## src/rtl/atm_pkg.sv

```systemverilog
// Shared types and constants for the ATM host driver.
//   - atm_state_e  : driver FSM states
//   - atm_result_e : outcome codes reported on result
//   - TT_*         : transaction type encodings
//   - pin helpers  : BCD format check and digit selection (digit 0 = pin[15:12])
package atm_pkg;

  typedef enum logic [2:0] {
    StIdle,
    StCard,
    StSendDigit,
    StGap,
    StWaitPin,
    StSendAmount,
    StWaitResult,
    StFinish
  } atm_state_e;

  typedef enum logic [2:0] {
    ResOkDeposit  = 3'd0,
    ResOkWithdraw = 3'd1,
    ResWrongPin   = 3'd2,
    ResBlocked    = 3'd3,
    ResNoFunds    = 3'd4,
    ResTimeout    = 3'd5,
    ResBadFmt     = 3'd6
  } atm_result_e;

  localparam logic TT_DEPOSIT  = 1'b0;
  localparam logic TT_WITHDRAW = 1'b1;

  localparam int unsigned NUM_DIGITS = 4;
  localparam logic [1:0]  LastDigitIdx = 2'(NUM_DIGITS - 1);

  // True when every nibble is a valid BCD digit.
  function automatic logic pin_fmt_ok(input logic [15:0] pin);
    return (pin[15:12] <= 4'd9) && (pin[11:8] <= 4'd9) &&
           (pin[7:4]   <= 4'd9) && (pin[3:0]  <= 4'd9);
  endfunction

  function automatic logic [3:0] pin_digit(input logic [15:0] pin, input logic [1:0] idx);
    logic [3:0] d;
    case (idx)
      2'd0:    d = pin[15:12];
      2'd1:    d = pin[11:8];
      2'd2:    d = pin[7:4];
      default: d = pin[3:0];
    endcase
    return d;
  endfunction

endpackage

```

## src/rtl/atm_wait_timer.sv

```systemverilog
// Loadable down-counter shared by the digit gap, PIN wait and response timeout.
//   clock, reset : rising-edge clock, synchronous active-high reset
//   load         : load load_value on this edge (takes priority over counting)
//   load_value   : value to load
//   zero         : count is zero (the last cycle of the timed interval)
module atm_wait_timer #(
  parameter int unsigned Width = 8
) (
  input  logic             clock,
  input  logic             reset,
  input  logic             load,
  input  logic [Width-1:0] load_value,
  output logic             zero
);

  logic [Width-1:0] count_q;

  always_ff @(posedge clock) begin
    if (reset) begin
      count_q <= '0;
    end else if (load) begin
      count_q <= load_value;
    end else if (count_q != '0) begin
      count_q <= count_q - Width'(1);
    end
  end

  assign zero = (count_q == '0);

endmodule

```

## src/rtl/atm_host_driver.sv

```systemverilog
// Initiator-side driver for the ATM controller. One accepted start runs:
// card present -> four BCD digit strobes -> PIN rejection window -> amount strobe
// -> response collection -> one-cycle done with a result code.
//   start, pin_code, amount_in, trans_type_in : host request (start sampled in idle only)
//   received_card, trans_type, std_digit, digit, stb_amount, amount : controller stimulus
//   balance_updated, give_money, incorrect_pin, insufficient_funds, warning, block :
//     controller responses
//   busy, done, result, warn_seen : host status
// Parameters must be >= 1 except DIGIT_GAP, which may be 0 (back-to-back strobes).
module atm_host_driver
  import atm_pkg::*;
#(
  parameter int unsigned DIGIT_GAP    = 2,
  parameter int unsigned PIN_WAIT     = 8,
  parameter int unsigned RESP_TIMEOUT = 255
) (
  input  logic        clock,
  input  logic        reset,
  input  logic        start,
  input  logic [15:0] pin_code,
  input  logic [31:0] amount_in,
  input  logic        trans_type_in,
  output logic        received_card,
  output logic        trans_type,
  output logic        std_digit,
  output logic [3:0]  digit,
  output logic        stb_amount,
  output logic [31:0] amount,
  input  logic        balance_updated,
  input  logic        give_money,
  input  logic        incorrect_pin,
  input  logic        insufficient_funds,
  input  logic        warning,
  input  logic        block,
  output logic        busy,
  output logic        done,
  output logic [2:0]  result,
  output logic        warn_seen
);

  localparam int unsigned MaxGapPin = (DIGIT_GAP + 1 > PIN_WAIT) ? DIGIT_GAP + 1 : PIN_WAIT;
  localparam int unsigned CntMax    = (MaxGapPin > RESP_TIMEOUT) ? MaxGapPin : RESP_TIMEOUT;
  localparam int unsigned CntW      = $clog2(CntMax + 1);

  // Loaded one below the interval length: the count==0 cycle is the interval's last.
  localparam logic [CntW-1:0] GapLoad  = CntW'((DIGIT_GAP > 0) ? DIGIT_GAP - 1 : 0);
  localparam logic [CntW-1:0] PinLoad  = CntW'((PIN_WAIT > 0) ? PIN_WAIT - 1 : 0);
  localparam logic [CntW-1:0] RespLoad = CntW'((RESP_TIMEOUT > 0) ? RESP_TIMEOUT - 1 : 0);

  atm_state_e  state_q, state_d;
  atm_result_e res_d;
  logic [15:0] pin_q;
  logic [1:0]  idx_q;

  logic            timer_load;
  logic [CntW-1:0] timer_value;
  logic            timer_zero;

  // Next state, and the result code to report when entering StFinish.
  always_comb begin
    state_d = state_q;
    res_d   = ResOkDeposit;
    case (state_q)
      StIdle: begin
        if (start && pin_fmt_ok(pin_code)) state_d = StCard;
      end
      StCard: state_d = StSendDigit;
      StSendDigit: begin
        if (idx_q == LastDigitIdx) state_d = StWaitPin;
        else if (DIGIT_GAP != 0)   state_d = StGap;
      end
      StGap: begin
        if (timer_zero) state_d = StSendDigit;
      end
      StWaitPin: begin
        if (block) begin
          state_d = StFinish;
          res_d   = ResBlocked;
        end else if (incorrect_pin) begin
          state_d = StFinish;
          res_d   = ResWrongPin;
        end else if (timer_zero) begin
          state_d = StSendAmount;
        end
      end
      StSendAmount: state_d = StWaitResult;
      StWaitResult: begin
        if (insufficient_funds) begin
          state_d = StFinish;
          res_d   = ResNoFunds;
        end else if (trans_type == TT_WITHDRAW && give_money) begin
          state_d = StFinish;
          res_d   = ResOkWithdraw;
        end else if (trans_type == TT_DEPOSIT && balance_updated) begin
          state_d = StFinish;
          res_d   = ResOkDeposit;
        end else if (timer_zero) begin
          state_d = StFinish;
          res_d   = ResTimeout;
        end
      end
      StFinish: state_d = StIdle;
      default:  state_d = StIdle;
    endcase
  end

  // Timer reloads on every state change with the duration of the state being entered.
  always_comb begin
    timer_load  = (state_d != state_q);
    timer_value = '0;
    case (state_d)
      StGap:        timer_value = GapLoad;
      StWaitPin:    timer_value = PinLoad;
      StWaitResult: timer_value = RespLoad;
      default:      timer_value = '0;
    endcase
  end

  atm_wait_timer #(
    .Width (CntW)
  ) u_wait_timer (
    .clock      (clock),
    .reset      (reset),
    .load       (timer_load),
    .load_value (timer_value),
    .zero       (timer_zero)
  );

  always_ff @(posedge clock) begin
    if (reset) begin
      state_q       <= StIdle;
      pin_q         <= '0;
      idx_q         <= '0;
      received_card <= 1'b0;
      trans_type    <= 1'b0;
      std_digit     <= 1'b0;
      digit         <= '0;
      stb_amount    <= 1'b0;
      amount        <= '0;
      busy          <= 1'b0;
      done          <= 1'b0;
      result        <= '0;
      warn_seen     <= 1'b0;
    end else begin
      state_q    <= state_d;
      std_digit  <= 1'b0;
      stb_amount <= 1'b0;
      done       <= 1'b0;

      if (state_q != StIdle && warning) warn_seen <= 1'b1;

      case (state_q)
        StIdle: begin
          if (start) begin
            if (pin_fmt_ok(pin_code)) begin
              pin_q         <= pin_code;
              amount        <= amount_in;
              trans_type    <= trans_type_in;
              idx_q         <= '0;
              busy          <= 1'b1;
              received_card <= 1'b1;
              warn_seen     <= 1'b0;
              result        <= ResOkDeposit;
            end else begin
              result <= ResBadFmt;
              done   <= 1'b1;
            end
          end
        end
        StCard: begin
          std_digit <= 1'b1;
          digit     <= pin_digit(pin_q, 2'd0);
        end
        StSendDigit, StGap: begin
          // Next strobe is issued on the edge that re-enters StSendDigit.
          if (state_d == StSendDigit) begin
            std_digit <= 1'b1;
            digit     <= pin_digit(pin_q, idx_q + 2'd1);
            idx_q     <= idx_q + 2'd1;
          end
        end
        StWaitPin: begin
          if (state_d == StSendAmount) stb_amount <= 1'b1;
        end
        default: ;
      endcase

      if (state_d == StFinish) begin
        received_card <= 1'b0;
        busy          <= 1'b0;
        done          <= 1'b1;
        result        <= res_d;
      end
    end
  end

endmodule

```

## config.mk

```make
export PLATFORM = sky130hd
export DESIGN_NAME = atm_host_driver
export DESIGN_NICKNAME = d
export VERILOG_FILES = /design/src/rtl/atm_pkg.sv /design/src/rtl/atm_wait_timer.sv /design/src/rtl/atm_host_driver.sv
export SDC_FILE = /design/constraint.sdc
export NUM_CORES = 1
export LEC_CHECK = 0
export ABC_AREA = 0
export BUFFER_PORTS_ARGS = -buffer_cell sky130_fd_sc_hd__buf_2
export CAP_MARGIN = 40
export CORE_MARGIN = 2
export CORE_UTILIZATION = 25
export DETAILED_ROUTE_END_ITERATION = 6
export HOLD_SLACK_MARGIN = 0.1
export PLACE_DENSITY = 0.45
export SYNTH_ARGS = -nofsm -noshare
export SYNTH_HDL_FRONTEND = slang
export SYNTH_SLANG_ARGS = --single-unit
```

## constraint.sdc

```tcl
create_clock -name clock -period 2.6 [get_ports clock]
set_clock_uncertainty 0.1 [all_clocks]
set_input_delay 0.52 -clock clock [delete_from_list [all_inputs] [get_ports clock]]
set_output_delay 0.52 -clock clock [all_outputs]
set_load 0.1 [all_outputs]
```

==> impl_summary.log, run 1 <==
[metrics] status: completed
[metrics] syn_nets: 483
[metrics] largest family of logic cells by synthesized area: compound AO/OA/AOI/OAI gates
[metrics] peak ir drop on the vdd network: 0.0003350 V
[metrics] startpoint types: flop
[metrics] setup repair after global routing missed its margin: false
[metrics] top-count cell post-synth: sky130_fd_sc_hd__nand2_1
[metrics] required arrival time at the worst endpoint: 2.69 ns
[metrics] reported leakage power: 0.001773 µW
[metrics] Layout area overhead: 29.51%
[metrics] Crit Path Category: reg -> reg
[metrics] slew of the pin with the lowest slew margin: 0.5830 ns
[metrics] number of diodes added for antenna fixing: 0
[metrics] count of unresolved DRC violations after routing: 0
[metrics] total number of vias: 3,216
[metrics] full die area: 14,500 µm²
[metrics] Max Cap Violations: 0
[metrics] number of H-tree levels: 3
[metrics] worst-path fanout max: 8
[metrics] die outline width: 120.4 µm
[metrics] register clock-pin slew on the reported worst setup and hold paths: 0.06 ns
[metrics] count of flip-flops with a built-in enable after synthesis: 0
[metrics] detail-routed via count per cell: 4.621
[metrics] max-slew violations: 0
[metrics] predominant post-synthesis flop cell: sky130_fd_sc_hd__dfxtp_1
[metrics] kind of path behind the tightest hold check: in -> reg
[metrics] Post-Route Setup TNS: 0 ns
[metrics] number of instances in the synthesized netlist: 418
[metrics] cell family contributing the most delay on the critical path: compound AO/OA/AOI/OAI gates
[metrics] post-synthesis share of cell area spent on full adders, half adders and majority gates: 0.02585
[metrics] quantity of gates resized following cts: 0
[metrics] global-route wire length before repair: 15,430 µm
[metrics] Final Hold Viols: 0
[metrics] number of top-level pins: 104
[metrics] vias in the first global route: 3,037
[metrics] dpl cell area: 4104 µm²
[metrics] count of yosys warnings during synthesis: 0
[metrics] relative slew slack: 0.6105
[metrics] area fraction in compound gates after synthesis: 0.2434
[metrics] total number of clock tree sinks: 74
[metrics] ranking of synthesized cells by instance count: sky130_fd_sc_hd__nand2_1, sky130_fd_sc_hd__dfxtp_1, sky130_fd_sc_hd__a21oi_1
[metrics] critical path's slowest cell: sky130_fd_sc_hd__o41ai_1
[metrics] leading area contributor after synthesis: sky130_fd_sc_hd__dfxtp_1
[metrics] pin count of the biggest net entering global routing: 54
[metrics] Core Footprint: 13,240 µm²
[metrics] Die Span Y: 120.4 µm
[metrics] Root Buffer: sky130_fd_sc_hd__clkbuf_16
[metrics] maximum cell stage delay along the critical path: 0.48 ns
[metrics] number of buffer and inverter stages on the critical path: 3
[metrics] Cell Pwr Density: 815.5 nW/µm²
[metrics] ratio of cells with drive above 1 in the final layout: 0.2769
[metrics] count of final setup violators: 0
[metrics] global-route total usage across every layer: 0.1352
[metrics] clock network latency to the later pin of the worst-skew pair: 0.34 ns
[metrics] clock buffers created by TritonCTS: 9
[metrics] number of nets in the layout: 580
[metrics] RD Place Congestion: 0.7957
[metrics] share of synthesized cell area in and, or, nand and nor gates: 0.2227
[metrics] Detailed Routing Iterations Pass 1: 6
[metrics] mux share of post-synthesis cell area: 0.002954
[metrics] initial core utilization: 0.2559
[metrics] WP data arrival: 2.47 ns
[metrics] number of design-rule violations left by the first detailed-router iteration: 139
[metrics] count of cell types in the netlist: 58
[metrics] Async SR Flop Fraction: 0
[metrics] cells along the critical path: inv_1 -> ha_1 -> nor3b_1 -> buf_4 -> and2_0 -> buf_4 -> a21o_1 -> o41ai_1 -> a221oi_1
[metrics] total routed wirelength: 9724 µm
[metrics] share of the synthesized netlist area taken by xor and xnor gates: 0.01551
[metrics] Fill cells: 1,451
[metrics] Tcrit/Tclk final: 0.9143
[metrics] CTS tree: yes
[metrics] number of I/O port buffers: 103
[metrics] Post-CTS Repair Setup Buffers: 0
[metrics] proportion of netlist area held by the largest area contributor: 0.4372
[metrics] sequential share of the synthesized area: 0.4372
[metrics] area of the mapped netlist: 3388 µm²
[metrics] most frequent cell on the critical path: sky130_fd_sc_hd__buf_4
[metrics] number of standard-cell rows in the floorplan: 42
[metrics] final period demand of the worst path: 2.377 ns
[metrics] estimated wirelength of the detail-placed design: 7045 µm
[metrics] number of antenna violations at the first check in global routing: 1
[metrics] post-synthesis average cell area: 8.106 µm²
[metrics] endpoint class of the critical path: flop
[metrics] total non-filler cell area in the finished layout: 4388 µm²
[metrics] grt total ovfl: 0
[metrics] leading post-synthesis cells by cell area: sky130_fd_sc_hd__dfxtp_1, sky130_fd_sc_hd__nand2_1, sky130_fd_sc_hd__a21oi_1
[metrics] hold-fix buffer count after cts: 0
[metrics] maximum frequency from static timing analysis: 420.7 MHz
[metrics] post-detailed-route count of antenna-violating nets: 0
[metrics] CTS max path bufs: 2
[metrics] detail-routed net length per standard cell: 13.97 µm
[metrics] flop and latch count out of synthesis: 74
[area by class of cell]
| cell class | instances | area (µm²) | share of cell area |
|---|---|---|---|
| multi-input combinational | 306 | 1734 | 0.3952 |
| sequential | 74 | 1481 | 0.3376 |
| timing repair buffer | 116 | 638.1 | 0.1454 |
| clock buffer | 14 | 274.0 | 0.06245 |
| tap | 176 | 220.2 | 0.05019 |
| inverter | 8 | 30.03 | 0.006843 |
| clock inverter | 2 | 10.01 | 0.002281 |
[per-layer routing]
layer | part of all wire | GRT usage | routed length (µm) | vias to the layer above
li1 | - | - | - | 1649
met2 | 0.47 | 0.2105 | 4526 | 78
met1 | 0.46 | 0.1756 | 4454 | 1474
met5 | 0.0013 | 0 | 13 | -
met4 | 0.020 | 0.05814 | 193 | 2
met3 | 0.055 | 0.03679 | 536 | 13
[logic make-up (layout without fill, tap and decap cells)]
group,after synthesis,in the layout
DFF,74,74
muxes,1,1
AOI/OAI and AO/OA,125,125
buffers and inverters,38,140
xor gates and xnor gates,6,6
and+or+nand+nor,167,167
adders and majority gates,7,7
[cell usage in the layout (no fill, tap or decap), drive strengths merged, types with 2 or more instances in the layout]
cell and instances:
a22oi 5, o21a 4, clkinv 2, nand2b 2, nor3b 2, nor2b 5, xnor2 3, o21ai 11
or2 3, o41ai 7, a21o 2, nor3 6, dfxtp 74, buf 116, nand2 110, ha 7
o22ai 2, nor4 2, inv 8, a311oi 6, a211oi 2, a31oi 5, and3 2, and2 2
a221oi 3, nor2 17, nand4 2, xor2 3, clkbuf 14, nand3 4, o211ai 2, nand3b 4
a2bb2oi 3, a21oi 65, or3 3
[state kept, by name, indices dropped and copies added, names as in the netlist]
register / count
amount: 32
pin_q: 16
u_wait_timer.count_q: 8
digit: 4
result: 3
state_q: 3
idx_q: 2
busy: 1
done: 1
stb_amount: 1
std_digit: 1
trans_type: 1
warn_seen: 1
[through the flow]
step,power [µW],worst slack [ns],hold WS (ns),util,instances
finish,3578,0.2228,0.3178,0.3313,696
global route,3773,0.03290,0.3157,0.3313,696
CTS,3622,0.2341,0.3011,0.3313,696
detailed placement,2408,0.1672,0.3458,0.3099,680
global placement,2400,0.1529,0.3397,0.3099,680
floorplan,2123,0.2029,0.3360,-,418
[path summary, 6_finish.rpt]
path / start / end / slack [ns] / cells after the start
worst max-delay path: u_wait_timer.count_q[1] / idx_q[0] / 0.22 / 9
worst min-delay path: pin_code[8] / pin_q[8] / 0.32 / 3
worst max register to register: u_wait_timer.count_q[1] / idx_q[0] / 0.22 / 9
worst min register to register: amount[29] / amount[29] / 0.35 / 2
[tightest hold or removal path: stages]
cell	delay, ns
sky130_fd_sc_hd__buf_2	0.10
sky130_fd_sc_hd__nand2_1	0.04
sky130_fd_sc_hd__a21oi_1	0.05
[where the power goes]
| part | internal [µW] | switching (µW) |
|---|---|---|
| registers | 1230 | 79.3 |
| clock network | 722 | 474 |
| logic | 399 | 675 |
Note: power is estimated with default switching activity, not from simulation.
==> run 2, diff against run 1 <==
--- a/config.mk
+++ b/config.mk
@@ -12,7 +12,7 @@
 export CORE_UTILIZATION = 25
 export DETAILED_ROUTE_END_ITERATION = 6
 export HOLD_SLACK_MARGIN = 0.1
-export PLACE_DENSITY = 0.45
+export PLACE_DENSITY = 0.41
 export SYNTH_ARGS = -nofsm -noshare
 export SYNTH_HDL_FRONTEND = slang
 export SYNTH_SLANG_ARGS = --single-unit
==> impl_summary.log, run 2 (synthesized netlist as in run 1, its figures left out) <==
[metrics] max-slew violations: 0 (unchanged)
[metrics] Net Sw Frac: 0.3298 (was 0.3433)
[metrics] Regs by FF count: amount: 32 flops, pin_q: 16 flops, u_wait_timer.count_q: 8 flops (unchanged)
[metrics] Crit Path Category: reg -> reg (unchanged)
[metrics] Detailed Routing Iterations Pass 1: 6 (unchanged)
[metrics] Fill cells: 1,446 (was 1,451)
[metrics] Post-Route Setup TNS: 0 ns (unchanged)
[metrics] Final Hold Viols: 0 (unchanged)
[metrics] hold-fix buffer count after cts: 0 (unchanged)
[metrics] internal power: 2598 µW (was 2350 µW)
[metrics] status: completed (unchanged)
[metrics] Layout area overhead: 31.50% (was 29.51%)
[metrics] global-route total usage across every layer: 0.1446 (was 0.1352)
[metrics] worst-case reg-to-reg path depth: 5 (was 9)
[metrics] CTS tree: yes (unchanged)
[metrics] grt total ovfl: 0 (unchanged)
[metrics] kind of path behind the tightest hold check: in -> reg (unchanged)
[metrics] max reg flops: 32 (unchanged)
[metrics] end point of the worst hold path: amount[22] (was pin_q[8])
[metrics] cell depth of the worst hold path: 3 (unchanged)
[metrics] detail-routed via count per cell: 4.666 (was 4.621)
[metrics] WP data arrival: 2.37 ns (was 2.47 ns)
[metrics] beginning of the worst register-to-register path: idx_q[0] (was u_wait_timer.count_q[1])
[metrics] detail-routed net length per standard cell: 14.49 µm (was 13.97 µm)
[metrics] total number of clock tree sinks: 74 (unchanged)
[metrics] initial core utilization: 0.2559 (unchanged)
[metrics] Max Cap Violations: 0 (unchanged)
[metrics] number of H-tree levels: 3 (unchanged)
[metrics] most frequent standard cell in the layout excluding fill and tap cells: sky130_fd_sc_hd__nand2_1 (unchanged)
[metrics] Seq pwr share: 0.338 (was 0.366)
[metrics] number of nets in the layout: 581 (was 580)
[metrics] number of design-rule violations left by the first detailed-router iteration: 106 (was 139)
[metrics] full die area: 14,500 µm² (unchanged)
[metrics] number of standard-cell rows in the floorplan: 42 (unchanged)
[metrics] clock group share of total power: 0.380 (was 0.334)
[metrics] worst slack after detailed placement: 0.1216 ns (was 0.1672 ns)
[metrics] most frequent cells in the layout: sky130_fd_sc_hd__nand2_1, sky130_fd_sc_hd__buf_2, sky130_fd_sc_hd__dfxtp_1 (unchanged)
[metrics] RD Place Congestion: 0.7406 (was 0.7957)
[metrics] number of diodes added for antenna fixing: 0 (unchanged)
[metrics] setup repair after global routing missed its margin: false (unchanged)
[metrics] count of final setup violators: 0 (unchanged)
[metrics] required arrival time at the worst endpoint: 2.69 ns (about the same)
[metrics] maximum frequency from static timing analysis: 438.6 MHz (was 420.7 MHz)
[metrics] reported leakage power: 0.001805 µW (was 0.001773 µW)
[metrics] register clock-pin slew on the reported worst setup and hold paths: 0.06 ns (about the same)
[metrics] Tcrit/Tclk final: 0.8769 (was 0.9143)
[metrics] Cell Pwr Density: 870.0 nW/µm² (was 815.5 nW/µm²)
[metrics] Die Span Y: 120.4 µm (unchanged)
[metrics] endpoint of the most critical register-to-register path: idx_q[0] (unchanged)
[metrics] peak ir drop on the vdd network: 0.0002400 V (was 0.0003350 V)
[metrics] Logic pwr share: 0.282 (was 0.300)
[metrics] total number of vias: 3,252 (was 3,216)
[metrics] vias in the first global route: 3,137 (was 3,037)
[metrics] Core Footprint: 13,240 µm² (unchanged)
[metrics] HP Start: amount_in[22] (was pin_code[8])
[metrics] estimated wirelength of the detail-placed design: 7328 µm (was 7045 µm)
[metrics] net switching power of the design: 1278 µW (was 1228 µW)
[metrics] number of I/O port buffers: 103 (unchanged)
[metrics] clock network latency to the later pin of the worst-skew pair: 0.34 ns (about the same)
[metrics] Root Buffer: sky130_fd_sc_hd__clkbuf_16 (unchanged)
[metrics] pin count of the biggest net entering global routing: 54 (unchanged)
[metrics] total routed wirelength: 10,100 µm (was 9724 µm)
[metrics] count of unresolved DRC violations after routing: 0 (unchanged)
[metrics] startpoint types: flop (unchanged)
[metrics] relative slew slack: 0.6486 (was 0.6105)
[metrics] final period demand of the worst path: 2.280 ns (was 2.377 ns)
[metrics] global-route wire length before repair: 16,440 µm (was 15,430 µm)
[metrics] quantity of gates resized following cts: 0 (unchanged)
[metrics] Largest Register: amount (unchanged)
[metrics] number of antenna violations at the first check in global routing: 0 (was 1)
[metrics] die outline width: 120.4 µm (unchanged)
[metrics] number of top-level pins: 104 (unchanged)
[metrics] Post-CTS Repair Setup Buffers: 0 (unchanged)
[metrics] CTS max path bufs: 2 (unchanged)
[metrics] endpoint class of the critical path: flop (unchanged)
[metrics] final worst slack: 0.3201 ns (was 0.2228 ns)
[metrics] ratio of cells with drive above 1 in the final layout: 0.2841 (was 0.2769)
[metrics] post-detailed-route count of antenna-violating nets: 0 (unchanged)
[metrics] internal reg-to-reg setup slack: 0.32 ns (was 0.22 ns)
[metrics] clock buffers created by TritonCTS: 9 (unchanged)
[metrics] final core utilization: 0.3365 (was 0.3313)
[metrics] slew of the pin with the lowest slew margin: 0.5270 ns (was 0.5830 ns)
[metrics] worst-path fanout max: 6 (was 8)
## run 2: worst max-delay path by stage
stage,from,to,slack [ns]
floorplan,trans_type,idx_q[0],0.20
global placement,block,idx_q[0],0.20
detailed placement,block,idx_q[0],0.12
CTS,u_wait_timer.count_q[1],idx_q[0],0.18
global route,u_wait_timer.count_q[1],idx_q[0],0.17
finish,idx_q[0],idx_q[0],0.32
## run 2: cell type report
| class | instances | area [µm²] | share of cell area |
|---|---|---|---|
| clock buffers | 10 | 239.0 | 0.05364 |
| clock inverters | 6 | 112.6 | 0.02527 |
| inverters | 8 | 30.03 | 0.006740 |
| multi-input cells | 306 | 1739 | 0.3903 |
| flip-flops and latches | 74 | 1481 | 0.3325 |
| well taps | 176 | 220.2 | 0.04942 |
| repair buffers | 117 | 633.1 | 0.1421 |
## run 2: stage by stage
step / instances / power (µW) / hold WS (ns) / instance area [µm²]
2_1_floorplan: 418 / 2123 / 0.3360 / 3388
3_3_place_gp: 681 / 2419 / 0.3396 / 4099
3_5_place_dp: 681 / 2423 / 0.3448 / 4099
4_1_cts: 697 / 3914 / 0.3005 / 4451
5_1_grt: 697 / 4089 / 0.3051 / 4456
6_report: 697 / 3876 / 0.3111 / 4456
## run 2: worst max-delay path, stage by stage (launching register included)
cell and delay [ns]:
sky130_fd_sc_hd__dfxtp_1 0.40, sky130_fd_sc_hd__ha_1 0.33, sky130_fd_sc_hd__a2bb2oi_1 0.38, sky130_fd_sc_hd__o221ai_4 0.19, sky130_fd_sc_hd__o41ai_1 0.56, sky130_fd_sc_hd__a221oi_1 0.17
## run 2: power by group through the flow
stage | Clock (µW) | Combinational (µW) | Sequential [µW]
final | 1470 | 1090 | 1310
after global routing | 1560 | 1200 | 1330
after CTS | 1510 | 1090 | 1310
after detailed placement | 0 | 1090 | 1340
after global placement | 0 | 1090 | 1330
after floorplan | 0 | 592 | 1530
## run 2: metal layers
metal,part of all wire,up-vias,wire (µm),GRT usage
met2,0.47,71,4769,0.2278
li1,-,1657,-,-
met4,0.022,0,218,0.06250
met1,0.46,1510,4597,0.1858
met3,0.051,14,512,0.03868
met5,0,-,0,0
